==> src/rtl/branch_predictor.sv <==
// Direct-mapped branch predictor: tagged target buffer with 2-bit saturating
// counters, a mispredict detector and saturating performance counters.
module branch_predictor #(
    parameter int unsigned ENTRIES = 16,
    parameter int unsigned XLEN    = 32
) (
    input  logic            clk,
    input  logic            reset,
    input  logic [XLEN-1:0] PC_F,
    output logic            PredTaken_F,
    output logic [XLEN-1:0] PredTarget_F,
    input  logic            Update_C,
    input  logic [XLEN-1:0] PC_C,
    input  logic            Taken_C,
    input  logic [XLEN-1:0] Target_C,
    input  logic            PredTaken_C,
    input  logic [XLEN-1:0] PredTarget_C,
    output logic            Mispredict_C,
    output logic [15:0]     BranchCount,
    output logic [15:0]     MispredictCount
);

    localparam int unsigned IDX_W = $clog2(ENTRIES);
    localparam int unsigned TAG_W = XLEN - IDX_W - 2;
    localparam int unsigned CNT_W = 16;

    logic [ENTRIES-1:0] valid_q;
    logic [TAG_W-1:0]   tag_q    [ENTRIES];
    logic [XLEN-1:0]    target_q [ENTRIES];
    logic [1:0]         ctr_q    [ENTRIES];

    logic [IDX_W-1:0] f_idx;
    logic [TAG_W-1:0] f_tag;
    logic             f_hit;
    logic [IDX_W-1:0] c_idx;
    logic [TAG_W-1:0] c_tag;
    logic             c_hit;
    logic [1:0]       c_ctr_next;

    // Word-aligned PC bits never take part in indexing or tagging.
    logic unused_pc_bits;
    assign unused_pc_bits = ^{PC_F[1:0], PC_C[1:0]};

    assign f_idx = PC_F[IDX_W+1:2];
    assign f_tag = PC_F[XLEN-1:IDX_W+2];
    assign c_idx = PC_C[IDX_W+1:2];
    assign c_tag = PC_C[XLEN-1:IDX_W+2];

    // Fetch lookup: reads stored state only, so a same-cycle update is not bypassed.
    always_comb begin
        f_hit        = valid_q[f_idx] && (tag_q[f_idx] == f_tag);
        PredTaken_F  = f_hit && ctr_q[f_idx][1];
        PredTarget_F = PredTaken_F ? target_q[f_idx] : '0;
    end

    // Resolve-side hit detection and saturating counter step.
    always_comb begin
        c_hit      = valid_q[c_idx] && (tag_q[c_idx] == c_tag);
        c_ctr_next = ctr_q[c_idx];
        if (Taken_C) begin
            if (ctr_q[c_idx] != 2'b11) c_ctr_next = ctr_q[c_idx] + 2'b01;
        end else begin
            if (ctr_q[c_idx] != 2'b00) c_ctr_next = ctr_q[c_idx] - 2'b01;
        end
    end

    // Wrong direction, or right "taken" direction with the wrong target.
    always_comb begin
        Mispredict_C = Update_C &&
                       ((PredTaken_C != Taken_C) ||
                        (Taken_C && PredTaken_C && (PredTarget_C != Target_C)));
    end

    // Predictor table: train on hit, allocate on taken miss, ignore not-taken miss.
    always_ff @(posedge clk) begin
        if (!reset) begin
            valid_q  <= '0;
            tag_q    <= '{default: '0};
            target_q <= '{default: '0};
            ctr_q    <= '{default: 2'b01};
        end else if (Update_C) begin
            if (c_hit) begin
                ctr_q[c_idx] <= c_ctr_next;
                if (Taken_C) target_q[c_idx] <= Target_C;
            end else if (Taken_C) begin
                valid_q[c_idx]  <= 1'b1;
                tag_q[c_idx]    <= c_tag;
                target_q[c_idx] <= Target_C;
                ctr_q[c_idx]    <= 2'b10;
            end
        end
    end

    // Saturating branch and mispredict counters.
    always_ff @(posedge clk) begin
        if (!reset) begin
            BranchCount     <= '0;
            MispredictCount <= '0;
        end else begin
            if (Update_C && (BranchCount != {CNT_W{1'b1}}))
                BranchCount <= BranchCount + CNT_W'(1);
            if (Mispredict_C && (MispredictCount != {CNT_W{1'b1}}))
                MispredictCount <= MispredictCount + CNT_W'(1);
        end
    end

endmodule

==> config.mk <==
export PLATFORM = sky130hd
export DESIGN_NAME = branch_predictor
export DESIGN_NICKNAME = d
export VERILOG_FILES = /design/src/rtl/branch_predictor.sv
export SDC_FILE = /design/constraint.sdc
export NUM_CORES = 2
export LEC_CHECK = 0
export CORE_MARGIN = 3
export CORE_UTILIZATION = 40
export DETAILED_ROUTE_END_ITERATION = 8
export DONT_BUFFER_PORTS = 1
export GPL_TIMING_DRIVEN = 0
export SYNTH_ARGS = -nofsm -noshare
export SYNTH_HDL_FRONTEND = slang
export SYNTH_SLANG_ARGS = --single-unit
==> constraint.sdc <==
create_clock -name clk -period 4.6 [get_ports clk]
set_input_delay 0.92 -clock clk [delete_from_list [all_inputs] [get_ports clk]]
set_output_delay 0.92 -clock clk [all_outputs]
set_load 0.01 [all_outputs]
; ---- Word-level counts from Yosys, hierarchy flattened
; Index checks and enable logic that the tools add are counted.
[totals]
inputBits = 133
regBits = 1008
word_cells = 127
output_inout_bits = 66
[classes]
n_mux = 36
order_cmp = 6
bitwise = 7
n_eq_ne = 7
n_reduce_logical = 16
add_sub_neg = 4
[ops]
columns = operator, n
row1 = $bwmux 512, 1
row2 = $bwmux 416, 1
row3 = $bmux 26 s4, 2
row4 = $mux 32, 6
row5 = $mux 26, 5
row6 = $bmux 32 s4, 1
row7 = $demux 32 s4, 1
row8 = $demux 26 s4, 1
row9 = $eq 26x26->1, 2
row10 = $add 16x1->16 const B, 2
row11 = $bwmux 32, 1
row12 = $ne 16x16->1 const B, 2
row13 = $ne 32x32->1, 1
row14 = $or 16x16->16, 2
row15 = $and 16x16->16, 1
row16 = $bmux 2 s4, 2
row17 = $mux 2, 8
row18 = $not 16->16, 1
row19 = $ge 5x5->1 const B, 2
row20 = $logic_and 1x1->1, 10
row21 = $lt 4x5->1 const B, 2
row22 = $not 4->5, 2
row23 = $bmux 1 s4, 2
row24 = $demux 2 s4, 1
row25 = 13 further kinds, 17

; ---- Longest topological paths before layout
[depth]
ltp_word = 9
mapped_depth = 17
depth_no_buf = 9

; ---- Worst setup path after synthesis
; Ideal clock, no wire load.
[synth_path]
path_kind = input to output
startpoint = input port PC_F[2]
endpoint = output port PredTarget_F[0]
required_ns = 3.680
t_arrival_ns = 3.862
slack_ns = -0.182
cell_stages = 9
path_buffers = 6
cell_sequence = clkbuf_1 -> buf_2 -> buf_2 -> buf_2 -> buf_2 -> buf_1 -> mux4_2 -> mux4_2 -> nor2b_1
[synth_between]
elab_chain_len = 8
elab_cells_between_ends = 16
cone_classes = 1 x eq/ne / 12 x mux / 1 x bitwise / 2 x reduce/logical
[synth_rtl]
columns = item, line
row1 = "start, declared", 9  ; input logic [XLEN-1:0] PC_F,
row2 = $not 4->5 (not written as such), "51, 52, 53"
row3 = $bmux 26 s4, 51  ; f_hit = valid_q[f_idx] && (tag_q[f_idx] == f_tag);
row4 = $mux 26 (not written as such) (2 in series), 51
row5 = $eq 26x26->1, 51
row6 = $logic_and 1x1->1, 51
row7 = $logic_and 1x1->1, 52  ; PredTaken_F = f_hit && ctr_q[f_idx][1];
row8 = $mux 32 *, 53  ; PredTarget_F = PredTaken_F ? target_q[f_idx] : '0;
row9 = "end, declared", 11  ; output logic [XLEN-1:0] PredTarget_F,
; Mark *: on every way between the ends. The rest lies on a longest branch, timed or not. The select of a mux whose other input is x is not followed.

; ---- Worst setup path in the final report
[layout_path]
startpoint = input port PC_F[2]
endpoint = output port PredTarget_F[2]
; Same word-level chain as after synthesis.

==> run_results.csv <==
group,metric,value,unit
worst_setup_path,cp_max_fo,8,
power_and_ir_drop,peakVddDrop,0.000281,V
flow_run,cap_violations,0,
timing,setup_viol,315,
timing,relSlewSlack,0.0322,
logic_synthesis,synth_top_area_share,0.416,
place,portBuffers,0,
power_and_ir_drop,internal-power,14.6,mW
route,wl_per_cell,28.3,um
route,viasPerCell,6.01,
worst_setup_path,r2r-start,"tag_q[290]",
logic_synthesis,synth_top_area_cell,"dfxtp_1",
worst_setup_path,arrival,4.09,ns
worst_setup_path,critPathLaunchType,"input port",
place,dp_hpwl,136000,um
worst_setup_path,reg2reg_to,"tag_q[32]",
logic_synthesis,syn_nets,5176,
clocking,clock_latency,0.73,ns
timing,fin_crit_sh,1.09,
logic_synthesis,syn-cell-area,48600,um^2
layout,layout-drive-gt1-share,0.164,
worst_setup_path,path_class,"input port to output pin",
logic_synthesis,syn_inst,5040,
worst_setup_path,worst_path_largest_cell_delay,0.55,ns
min_path,hold_path.class,"flip-flop to flip-flop",
logic_synthesis,synthArstFlopShare,0,
global_route,grt_pass1_wl,278000,um
logic_synthesis,synthDistinctLibCells,58,
global_route,grt_pass1_vias,39458,
global_route,gr-total-overflow,0,
timing,tightestPinTransition,1.45,ns
floorplanning,fp.dieW,354,um
min_path,min_from,"target_q[237]",
timing,finalHoldWorstSlack,0.451,ns
logic_synthesis,syn_area_per_cell,9.63,um^2
route,ant_nets,0,
logic_synthesis,ys_ff_latch,1008,
place,dp_slack,-4.01,ns
layout,utilization,0.464,
place,gp_congestion,0.989,
logic_synthesis,synth_top_flop_cell,"dfxtp_1",
layout,area_delta_synth_final,14.9,%
layout,regArea,20200,um^2
power_and_ir_drop,netSwitchingPower,5.10,mW
power_and_ir_drop,power.total,19.7,mW
timing,setup_ws,-0.407,ns
clocking,root_buffer,"clkbuf_16",
worst_setup_path,required,3.68,ns
timing,hold_viol,0,
worst_setup_path,reg2reg_slack,0.54,ns
layout,layout_commonest_cell,"nand2_1",
timing,period_needed,5.01,ns
clocking,holdBufCountCts,0,
clocking,clk_pin_slew_worst_paths,0.06,ns
logic_synthesis,synth.area.top_cells,"dfxtp_1 42%, mux4_2 18%, nand2_1 12%",
layout,n_fill_cell,11401,
worst_setup_path,crit_slowest_cell,"mux4_2",
layout,final_nets,5325,
route,vias,41457,
power_and_ir_drop,p_leak,21.2,nW
worst_setup_path,rr_worst_depth,12,
power_and_ir_drop,power.density,354,nW/um^2
global_route,grt_max_degree,20,
logic_synthesis,synth_edf_count,0,
layout,multi_input_area,26700,um^2
global_route,antenna_found_initial,8,
floorplanning,start_util,0.404,
floorplanning,num_rows,127,
timing,slew_viol_final,0,
power_and_ir_drop,p_seq_frac,0.448,
clocking,htree_levels,3,
layout,layout.cells.non_filler,6896,
worst_setup_path,crit_chain,"clkbuf_16 -> buf_12 -> buf_16 -> mux4_2 -> mux4_2 -> xnor2_4 -> nand4_1 -> nor3_2 -> nand4_1 -> buf_8 -> buf_12 -> clkbuf_16 -> nor2b_4",
clocking,cts_buffers,109,
floorplanning,dieArea,126000,um^2
route,routed_wl,195000,um
global_route,grt_usage,0.301,
power_and_ir_drop,switching_share,0.258,
power_and_ir_drop,p_clk_frac,0.469,
clocking,clock-sinks,1008,
floorplanning,core_area,120000,um^2
logic_synthesis,synth-seq-area-share,0.416,
status,outcome,"finished, violations left",
min_path,min_path_cells,2,
clocking,cts_tree,"done",
logic_synthesis,synth_warnings,0,
floorplanning,io_pins,199,
clocking,clockBufferDepth,3,
place,dp_cells,6652,
layout,mostFrequentLayoutCells,"1,556 x nand2_1, 1,008 x dfxtp_1, 565 x a21oi_1",
worst_setup_path,end_kind,"output pin",
route,drt_iter0_markers,5371,
timing,skew,0.0567,ns
worst_setup_path,cp-startpoint,"PC_F[2]",
route,drc,0,
power_and_ir_drop,p_comb_frac,0.083,
timing,fmax,200,MHz
timing,grt_setup_unrepaired,"true",
status,violations,"negative setup slack",
floorplanning,die_h,354,um
min_path,hold_path_end,"target_q[237]",
route,dr.pass1.iters,6,
-- routing by layer --
metal | wire length, um | part of all wire | GRT usage | vias to the layer above
met5 | 53 | 0.00027 | 0 | -
met4 | 14400 | 0.074 | 0.189 | 8
met3 | 21600 | 0.11 | 0.0797 | 638
met2 | 85700 | 0.44 | 0.460 | 2597
met1 | 73300 | 0.38 | 0.379 | 20437
li1 | - | - | - | 17777
-- kinds of logic (layout without fill, tap and decap cells) --
group	count (synthesis)	after routing	share of synthesized area
xor gates and xnor gates	104	104	0.0188
adders and majority gates	5	5	0.00119
AOI/OAI and AO/OA	653	653	0.0703
other	0	4	0
DFF	1008	1008	0.416
muxes	910	910	0.291
and+or+nand+nor	1873	1873	0.159
buffers and inverters	487	727	0.0446
-- state kept, by name, summed over array words and instances (netlist names) --
register         cells
BranchCount         16
ctr_q               32
target_q           512
valid_q             16
tag_q              416
MispredictCount     16
-- power groups by stage --
stage | sequential, mW | clock [mW] | combinational (mW)
5_1_grt | 8.85 | 9.62 | 1.66
3_3_place_gp | 9.03 | 0 | 1.48
6_report | 8.84 | 9.27 | 1.63
3_5_place_dp | 9.04 | 0 | 1.48
4_1_cts | 8.84 | 9.27 | 1.55
2_1_floorplan | 9.02 | 0 | 0.871
-- layout make-up --
class                      instances  area share
antenna                            4    0.000179
buffer                           472      0.0481
clock buffer                     160      0.0577
clock inverter                    42     0.00928
inverter                          12    0.000807
multi-input combinational       3545       0.479
sequential                      1008       0.362
tap                             1612      0.0362
timing repair buffer              41     0.00711
-- how the worst max path moves through the flow --
| stage | endpoint | depth (start not counted) |
|---|---|---|
| 2_1_floorplan | PredTarget_F[10] | 10 |
| 3_3_place_gp | PredTarget_F[31] | 10 |
| 3_5_place_dp | PredTarget_F[12] | 11 |
| 4_1_cts | PredTarget_F[2] | 13 |
| 5_1_grt | PredTarget_F[2] | 12 |
| 6_report | PredTarget_F[2] | 13 |
-- critical path: cells and delay by family --
kind	cells	cell delay, ns
xor gates and xnor gates	1	0.27
buffers and inverters	6	1.06
muxes	2	1.06
and+or+nand+nor	4	0.75
-- cells in the mapped netlist, types with 11 or more instances --
master / number
mux2i_1: 489
nor2b_1: 39
nand2b_1: 19
mux4_2: 395
and3_1: 13
nor2_1: 110
o21ai_0: 35
a21oi_1: 566
xnor2_1: 67
buf_2: 26
clkbuf_1: 353
buf_6: 30
buf_1: 48
dfxtp_1: 1008
a22oi_1: 16
mux2_2: 16
or3_1: 11
buf_4: 17
nand4_1: 25
nand2_1: 1556
nand3_1: 33
xor2_1: 37
-- stage by stage --
| step | cell area [um^2] | TNS, ns |
|---|---|---|
| 2_1_floorplan | 48600 | -0.113 |
| 3_3_place_gp | 50600 | -1214.26 |
| 3_5_place_dp | 50600 | -1173.24 |
| 4_1_cts | 55300 | -9.22 |
| 5_1_grt | 55800 | -14.08 |
| 6_report | 55800 | -23.19 |
-- timing repair --
item,CTS,global route
pin swaps,9,8
resized for setup,262,45
buffers inserted,10,28
endpoints found under the setup margin,655,441
gates cloned,1,0
(Power assumes the default switching activity.)
